===== src/rtl/joy_dir_arbiter.sv =====
// joy_dir_arbiter: per-channel debounce, board rotation, SOCD cleanup and 8/4-way direction arbitration.
// Latency: outdir follows the resolved direction 1 clk later; debounce adds 2^DEB_BITS ce ticks.
// Backpressure: none; inputs are level samples, outdir/changed are always valid.
// Optional: define JOYDIR_SOCD_LAST_EN for last-input-wins resolution of opposing pairs.
module joy_dir_arbiter #(
  parameter int NUM_CH   = 2,
  parameter int DEB_BITS = 2
) (
  input  logic                clk,
  input  logic                reset_n,
  input  logic                ce,
  input  logic [1:0]          mode,
  input  logic [1:0]          rotate,
  input  logic [4*NUM_CH-1:0] indir,
  output logic [4*NUM_CH-1:0] outdir,
  output logic [NUM_CH-1:0]   changed
);

  // Bit order within a channel nibble: {up, down, left, right}.
  localparam logic [DEB_BITS-1:0] CNT_MAX = '1;

  function automatic logic [3:0] pick_hi(input logic [3:0] v);
    logic [3:0] r;
    r = 4'b0000;
    if (v[3])      r = 4'b1000;
    else if (v[2]) r = 4'b0100;
    else if (v[1]) r = 4'b0010;
    else if (v[0]) r = 4'b0001;
    return r;
  endfunction

  logic [1:0] rst_sync;
  logic       rst_n_int;
  logic [3:0] cfg_q;
  logic       cfg_chg;
  logic       arb_mode;

  // Reset asserts immediately and releases two clk edges after reset_n rises.
  always_ff @(posedge clk or negedge reset_n) begin
    if (!reset_n) rst_sync <= 2'b00;
    else          rst_sync <= {rst_sync[0], 1'b1};
  end

  assign rst_n_int = rst_sync[1];
  assign cfg_chg   = (cfg_q != {mode, rotate});
  assign arb_mode  = (mode == 2'd1) || (mode == 2'd2);

  // Registered copy of mode/rotate; a mismatch restarts arbitration on every channel.
  always_ff @(posedge clk or negedge rst_n_int) begin
    if (!rst_n_int) cfg_q <= 4'b0000;
    else            cfg_q <= {mode, rotate};
  end

  for (genvar k = 0; k < NUM_CH; k++) begin : g_ch
    logic [3:0]               raw;
    logic [3:0]               stable;
    logic [3:0][DEB_BITS-1:0] cnt;
    logic [3:0]               rot;
    logic [3:0]               socd;
    logic [3:0]               prev_socd;
    logic [3:0]               rise;
    logic [3:0]               held_q;
    logic [3:0]               held_nx;
    logic [3:0]               out_q;
    logic [3:0]               out_nx;
    logic                     chg_q;

    assign raw = indir[4*k +: 4];

    // Per-bit debounce: adopt a new level only after it persists for a full window of ce ticks.
    always_ff @(posedge clk or negedge rst_n_int) begin
      if (!rst_n_int) begin
        stable <= 4'b0000;
        cnt    <= '0;
      end else if (ce) begin
        for (int i = 0; i < 4; i++) begin
          if (raw[i] == stable[i]) begin
            cnt[i] <= '0;
          end else if (cnt[i] == CNT_MAX) begin
            stable[i] <= raw[i];
            cnt[i]    <= '0;
          end else begin
            cnt[i] <= cnt[i] + 1'b1;
          end
        end
      end
    end

    // Board rotation of the debounced directions.
    always_comb begin
      case (rotate)
        2'd1:    rot = {stable[1], stable[0], stable[2], stable[3]};
        2'd2:    rot = {stable[0], stable[1], stable[3], stable[2]};
        2'd3:    rot = {stable[2], stable[3], stable[0], stable[1]};
        default: rot = stable;
      endcase
    end

`ifdef JOYDIR_SOCD_LAST_EN
    logic [3:0]      prev_rot;
    logic [3:0]      rot_rise;
    // Per opposing pair: 0 = no newer member, 1 = up/left newer, 2 = down/right newer.
    logic [1:0][1:0] last_q;
    logic [1:0][1:0] last_nx;

    assign rot_rise = rot & ~prev_rot;

    // Opposing pairs resolve to the member that rose most recently; a tie stays neutral.
    always_comb begin
      last_nx = last_q;
      socd    = 4'b0000;
      for (int p = 0; p < 2; p++) begin
        if (rot_rise[3-2*p] && rot_rise[2-2*p]) last_nx[p] = 2'd0;
        else if (rot_rise[3-2*p])               last_nx[p] = 2'd1;
        else if (rot_rise[2-2*p])               last_nx[p] = 2'd2;
        socd[3-2*p] = rot[3-2*p] & (~rot[2-2*p] | (last_nx[p] == 2'd1));
        socd[2-2*p] = rot[2-2*p] & (~rot[3-2*p] | (last_nx[p] == 2'd2));
      end
    end

    // Pair history; a mode/rotate change forgets it so the new mapping starts clean.
    always_ff @(posedge clk or negedge rst_n_int) begin
      if (!rst_n_int) begin
        prev_rot <= 4'b0000;
        last_q   <= '0;
      end else if (cfg_chg) begin
        prev_rot <= 4'b0000;
        last_q   <= '0;
      end else begin
        prev_rot <= rot;
        last_q   <= last_nx;
      end
    end
`else
    assign socd = {rot[3] & ~rot[2], rot[2] & ~rot[3], rot[1] & ~rot[0], rot[0] & ~rot[1]};
`endif

    assign rise = socd & ~prev_socd;

    // Next held direction and output; during a config-change cycle arbitrated modes hold outdir
    // so no transient zero appears before the recompute on the following cycle.
    always_comb begin
      held_nx = 4'b0000;
      case (mode)
        2'd1: begin
          if (rise != 4'b0000)                held_nx = pick_hi(rise);
          else if ((held_q & socd) != 4'b0000) held_nx = held_q;
          else                                 held_nx = pick_hi(socd);
        end
        2'd2: begin
          if ((held_q & socd) != 4'b0000) held_nx = held_q;
          else                             held_nx = pick_hi(socd);
        end
        default: held_nx = 4'b0000;
      endcase
      out_nx = arb_mode ? held_nx : socd;
      if (cfg_chg) begin
        held_nx = 4'b0000;
        if (arb_mode) out_nx = out_q;
      end
    end

    // Output register, change strobe, held direction and edge history.
    always_ff @(posedge clk or negedge rst_n_int) begin
      if (!rst_n_int) begin
        out_q     <= 4'b0000;
        chg_q     <= 1'b0;
        held_q    <= 4'b0000;
        prev_socd <= 4'b0000;
      end else begin
        out_q     <= out_nx;
        chg_q     <= (out_nx != out_q);
        held_q    <= held_nx;
        prev_socd <= cfg_chg ? 4'b0000 : socd;
      end
    end

    assign outdir[4*k +: 4] = out_q;
    assign changed[k]       = chg_q;
  end

endmodule


===== config.mk =====
export PLATFORM = sky130hd
export DESIGN_NAME = joy_dir_arbiter
export DESIGN_NICKNAME = d
export VERILOG_FILES = /design/src/rtl/joy_dir_arbiter.sv
export SDC_FILE = /design/constraint.sdc
export NUM_CORES = 1
export LEC_CHECK = 0
export BUFFER_PORTS_ARGS = -buffer_cell sky130_fd_sc_hd__clkbuf_2
export CORE_ASPECT_RATIO = 0.7
export CORE_UTILIZATION = 55
export CTS_CLUSTER_DIAMETER = 100
export CTS_CLUSTER_SIZE = 20
export DETAILED_ROUTE_END_ITERATION = 16
export GPL_TIMING_DRIVEN = 0
export PLACE_DENSITY = 0.77
export SLEW_MARGIN = 10
export SYNTH_ARGS = -nofsm -noshare
export SYNTH_HDL_FRONTEND = slang
export SYNTH_SLANG_ARGS = --single-unit
export TNS_END_PERCENT = 5

===== constraint.sdc =====
create_clock -name clk -period 1.63 [get_ports clk]
set_input_delay 0.163 -clock clk [delete_from_list [all_inputs] [get_ports clk]]
set_output_delay 0.163 -clock clk [all_outputs]
set_load 0.005 [all_outputs]

Yosys cells after proc, flatten, opt, wreduce, memory -nomap -nowiden

Cells that the tools add are included.

Register bits: 56
Bits of input ports: 15
Output and inout port bits: 10
Word-level logic and storage cells: 151

Add/subtract/negate cells: 8
Equality and inequality tests: 24
Muxes and demuxes: 50
Bitwise gates (word level): 30
Reduce and logical (&&, ||, !) cells: 13

Operators with widths:

| operator              | count |
|---|---|
| $mux W4               | 18 |
| $mux W2               | 20 |
| $pmux W4 S3           | 2 |
| $reduce_and A3 Y1     | 8 |
| $eq A2 B2 Y1 const B  | 11 |
| $add A2 B1 Y2 const B | 8 |
| $and A4 B4 Y4         | 4 |
| $not A1 Y1            | 16 |
| $pmux W4 S2           | 2 |
| $reduce_bool A4 Y1    | 4 |
| $mux W3               | 4 |
| $ne A4 B4 Y1          | 3 |
| $and A1 B1 Y1         | 8 |
| $eq A1 B1 Y1          | 8 |
| $not A4 Y4            | 2 |
| $eq A2 B1 Y1 const B  | 2 |
| $mux W1               | 4 |
| $logic_or A1 B1 Y1    | 1 |

Depth between registers and ports, before layout

Depth after elaboration: 15
Mapped depth: 11
Depth with buffers taken out: 9

Least setup slack after synthesis

Ideal clock, no wire load.

Path kind: reg-to-reg
Start point: register g_ch[0].stable[3]
End point: register g_ch[0].chg_q
Library setup time: 0.129 ns
Arrival: 2.682 ns
Path slack: -1.182 ns
Cell stages (with the launch flop): 10
Path buffers: 1
Period minus slack after synthesis: 2.812 ns
Cell sequence: dfrtp_1 > buf_6 > nor2b_1 > mux4_2 > a221o_1 > nand2b_1 > a222oi_1 > xnor2_1 > nand2_1 > o41a_1

Cells in the longest elaborated chain, start to end: 14

RTL lines:

| what                                            | RTL line | text |
|---|---|---|
| start: declaration                              | 56       | `logic [3:0] stable;` |
| start signal: indexed assignment                | 80       | `stable[i] <= raw[i];` |
| $pmux W4 S3 (*)                                 | 91       | `case (rotate)` |
| $not A1 Y1                                      | 135      | `assign socd = {rot[3] & ~rot[2], rot[2] & ~rot[3], rot[1] & ~rot[0], rot[0] & ~rot[1]};` |
| $and A1 B1 Y1                                   | 135      |  |
| $mux W1 / $and A4 B4 Y4 (equally long branches) | 28, 138  |  |
| $mux W2 / $mux W1 (equally long branches)       | 27, 28   |  |
| $mux W3 / $mux W2 (equally long branches)       | 26, 27   |  |
| $mux W4 / $mux W3 (equally long branches)       | 25, 26   |  |
| $mux W4, on equally long branches               | 147, 25  |  |
| $mux W4                                         | 146      | `if (rise != 4'b0000) held_nx = pick_hi(rise);` |
| $pmux W4 S2                                     | 144      | `case (mode)` |
| $mux W4 (*)                                     | 156      | `out_nx = arb_mode ? held_nx : socd;` |
| $mux W4                                         | 159      | `if (arb_mode) out_nx = out_q;` |
| $mux W4 (*)                                     | 157      | `if (cfg_chg) begin` |
| $ne A4 B4 Y1 (*)                                | 172      | `chg_q <= (out_nx != out_q);` |
| end signal: assignment                          | 172      |  |
| end: declaration                                | 66       | `logic chg_q;` |

Every way passes the cells marked *; elsewhere a longest branch is shown, timed or not.
A chain may end at the register's enable or synchronous reset.

Worst setup path in the final report

Start point: register g_ch[1].stable[1]
End point: register g_ch[1].out_q[3]

Cells in the longest elaborated chain, start to end: 11

RTL lines:

| what                             | RTL line | text |
|---|---|---|
| start: declaration               | 56       |  |
| start signal: indexed assignment | 80       |  |
| $pmux W4 S3 (*)                  | 91       |  |
| $not A1 Y1                       | 135      |  |
| $and A1 B1 Y1                    | 135      |  |
| $and A4 B4 Y4                    | 147, 151 |  |
| $reduce_bool A4 Y1               | 147, 151 |  |
| $mux W4                          | 147      | `else if ((held_q & socd) != 4'b0000) held_nx = held_q;` |
| $mux W4                          | 146      |  |
| $pmux W4 S2                      | 144      |  |
| $mux W4 (*)                      | 156      |  |
| $mux W4                          | 159      |  |
| $mux W4 (*)                      | 157      |  |
| net g_ch[1].out_nx[3]            | 65       | `logic [3:0] out_nx;` |
| end signal: assignment           | 171      | `out_q <= out_nx;` |
| end: declaration                 | 64       | `logic [3:0] out_q;` |

The timed path passes the listed nets; every way through them passes the cells marked *.

==> summary.txt <==
Status
  • Status: finished, violations left
  • Failing checks: negative setup slack

Drt
  • DR vias/cell: 5.91
  • Total number of vias: 2909
  • Drt first pass iters: 5
  • DRC: 0
  • 1st-iter DRT viols: 170
  • Wirelength per Cell: 17.7 µm
  • WL final: 8690 µm
  • Final ANT Viol Nets: 0

Synth
  • Cell count after synthesis: 349
  • Sequential share of the synthesized area: 0.403
  • Top cells by area, synth: dfrtp_1 (40%), xnor2_1 (4.8%), nand2_1 (4.1%), mux4_2 (3.9%), ha_1 (3.6%)
  • Yosys cell types: 60
  • Avg Cell Area, Syn: 9.97 µm²
  • Dominant cell type by area after synthesis: dfrtp_1
  • Ys async rst share: 1.00
  • Yosys top cell area share: 0.403
  • Commonest cells post-synth: dfrtp_1 (56), nand2_1 (38), inv_1 (23), nor2_1 (23)
  • Post-synth top flop: dfrtp_1
  • Post-synth EDFFs: 0
  • Yosys warnings: 0
  • Syn_nets: 374
  • #FFs+latches synth: 56
  • Count leader, synth: dfrtp_1
  • Syn Std Cell Area: 3480 µm²

CTS
  • CTS buffer count: 5
  • TritonCTS clock tree: done
  • Root buf cell: clkbuf_8
  • Maximum root-to-sink buffer count: 2
  • H-tree depth: 2
  • CTS Sinks: 56
  • Clock-pin transition on the worst setup and hold timing paths: 0.10 ns
  • Worst skew pair latency: 0.31 ns

Hold path
  • Hold Crit Class: input pin to flop
  • Worst hold start: mode[1]

Setup path
  • Worst reg2reg path startpoint: g_ch[1].stable[1]
  • Slowest CP cell: or4_4
  • Crit-path max FO: 5
  • Worst EP required: 1.84 ns
  • CP top delay family: compound AO/OA/AOI/OAI gates
  • Crit path cell chain: buf_8, and4b_1, or4_4, a222oi_1, buf_4, o21a_4, mux2i_1, o32a_1, o21ai_1, mux2_2
  • Arr. time, crit path: 3.12 ns
  • Critical path launch point: g_ch[1].stable[1]
  • Critical setup path kind: flop to flop
  • CP bufs+invs: 2
  • Nature of the critical path endpoint: flop
  • CP startpoint kind: flop
  • Crit-path max cell delay: 0.52 ns

GRT
  • Largest net degree at the start of global routing: 31
  • Total GRT Usage: 0.252
  • Initial antenna violation count: 0
  • Gr ovfl total: 0
  • Vias in the first global route: 2792
  • First-pass GRT wire length: 13200 µm

Cells and area
  • # diodes: 0
  • Footprint of the multi-input gates: 2010 µm²
  • Final nets: 442
  • Register Area: 1400 µm²
  • Synth-to-Final Area Change: 24.4%
  • Utilization after layout: 0.733
  • Layout cells sized above 1: 0.319
  • Fin area: 4330 µm²
  • # fillers: 396

Floorplanning
  • Starting Density: 0.590
  • Top Ports: 25
  • Num rows: 23
  • Die height: 68.5 µm
  • DIE AREA: 6650 µm²
  • DIE WIDTH: 97.1 µm
  • Core region area: 5900 µm²

Timing
  • Final Cycle Share: 1.79
  • Setup WS post-layout: -1.28 ns
  • Final Critical Period: 2.91 ns
  • Worst Max-Slew Pin Slew: 0.692 ns
  • Fmax: 343 MHz
  • RSZ-0062 raised after global routing: yes
  • Setup Skew: 0.00914 ns
  • Final Hold Violating Endpoints: 0
  • Final setup viols: 19
  • Slew Viols, Final: 0
  • Slew margin rel.: 0.532

Place
  • PortBufs: 24
  • Placed inst area: 3760 µm²
  • Routability cong.: 0.892
  • Detailed Place HPWL: 5450 µm

Power and ir drop
  • Total power after layout: 6900 µW
  • LEAKAGE: 0.00196 µW
  • Maximum resistive drop on vdd: 0.642 mV
  • P per Cell Area: 1590 nW/µm²

Job
  • Total of max-cap violations: 0
[where the power goes]
group / internal (µW) / switching (µW)
Combinational: 2110 / 1850
Clock: 295 / 472
Sequential: 1800 / 371
[layout make-up]
| cell class | instances | area share |
|---|---|---|
| well taps | 75 | 0.0217 |
| inverters | 24 | 0.0211 |
| flip-flops and latches | 56 | 0.325 |
| clock buffers | 6 | 0.0168 |
| multi-input cells | 246 | 0.465 |
| plain buffers | 22 | 0.0466 |
| clock inverters | 1 | 0.00116 |
| repair buffers | 62 | 0.104 |
[routing by layer]
metal	track usage	wire length, µm	vias up
met5	0	0	-
li1	-	-	1353
met4	0.0690	100	0
met1	0.346	3970	1442
met2	0.423	4120	101
met3	0.0413	503	13
[cell usage in the layout, fill, tap and decap left out, types with 3 or more instances in the layout]
cell,instances
dfrtp_1,54
nand2_1,38
buf_4,35
clkbuf_2,24
inv_1,23
nor2_1,21
xnor2_1,18
o22ai_1,17
nand2b_1,14
mux2_2,11
buf_6,10
nor2b_1,10
ha_1,10
mux2i_1,9
xor2_1,8
mux4_2,7
nor2b_4,6
o21ai_1,6
clkbuf_8,6
o21ai_0,5
clkbuf_1,5
nor4b_1,4
buf_8,3
a222oi_1,3
a21oi_1,3
nor4bb_1,3
and4b_1,3
nor4_4,3
[logic make-up (layout without fill, tap and decap cells)]
group,count (synthesis),count (layout),share of synthesized area
simple gates,123,123,0.196
compound gates,57,57,0.116
flops,56,56,0.403
buf+inv,47,115,0.0691
mux,28,28,0.111
xor+xnor,27,27,0.0680
fa+ha+maj,10,10,0.0360
other cells,1,1,0.00108
[final timing paths]
check                                        to  slack (ns)  depth (start not counted)
max in group asynchronous  g_ch[0].prev_socd[1]        0.76                          1
max reg2reg                    g_ch[1].out_q[3]       -1.28                         10
min reg2reg                      g_ch[1].cnt[3]        0.29                          0
min in group asynchronous           rst_sync[1]        0.15                          2
max                            g_ch[1].out_q[3]       -1.28                         10
min                                    cfg_q[3]       0.008                          1
[what timing repair did]
item | 4_1_cts | 5_1_grt
pin swaps | 15 | 14
resized for setup | 19 | 29
endpoints found under the hold margin | 3 | 0
hold buffers | 2 | 0
setup buffers | 16 | 18
cloned | 0 | 1
setup endpoints to repair | 26 | 26
[registers in the layout, summed over array words and instances, names as in the netlist]
name            count
g_ch.stable         8
rst_sync            2
g_ch.prev_socd      8
g_ch.chg_q          2
cfg_q               4
g_ch.held_q         8
g_ch.cnt           16
g_ch.out_q          8
[per-stage QoR]
step | TNS, ns | hold WS [ns] | instances | setup WS [ns]
finish | -17.84 | 0.00760 | 492 | -1.28
global route | -18.89 | 0.000192 | 492 | -1.35
CTS | -17.05 | 0.0157 | 474 | -1.19
detailed placement | -24.78 | -0.0492 | 449 | -1.49
global placement | -60.98 | -0.0514 | 448 | -1.38
floorplan | -15.19 | -0.133 | 349 | -1.05
Note: power is estimated with default switching activity, not from simulation.
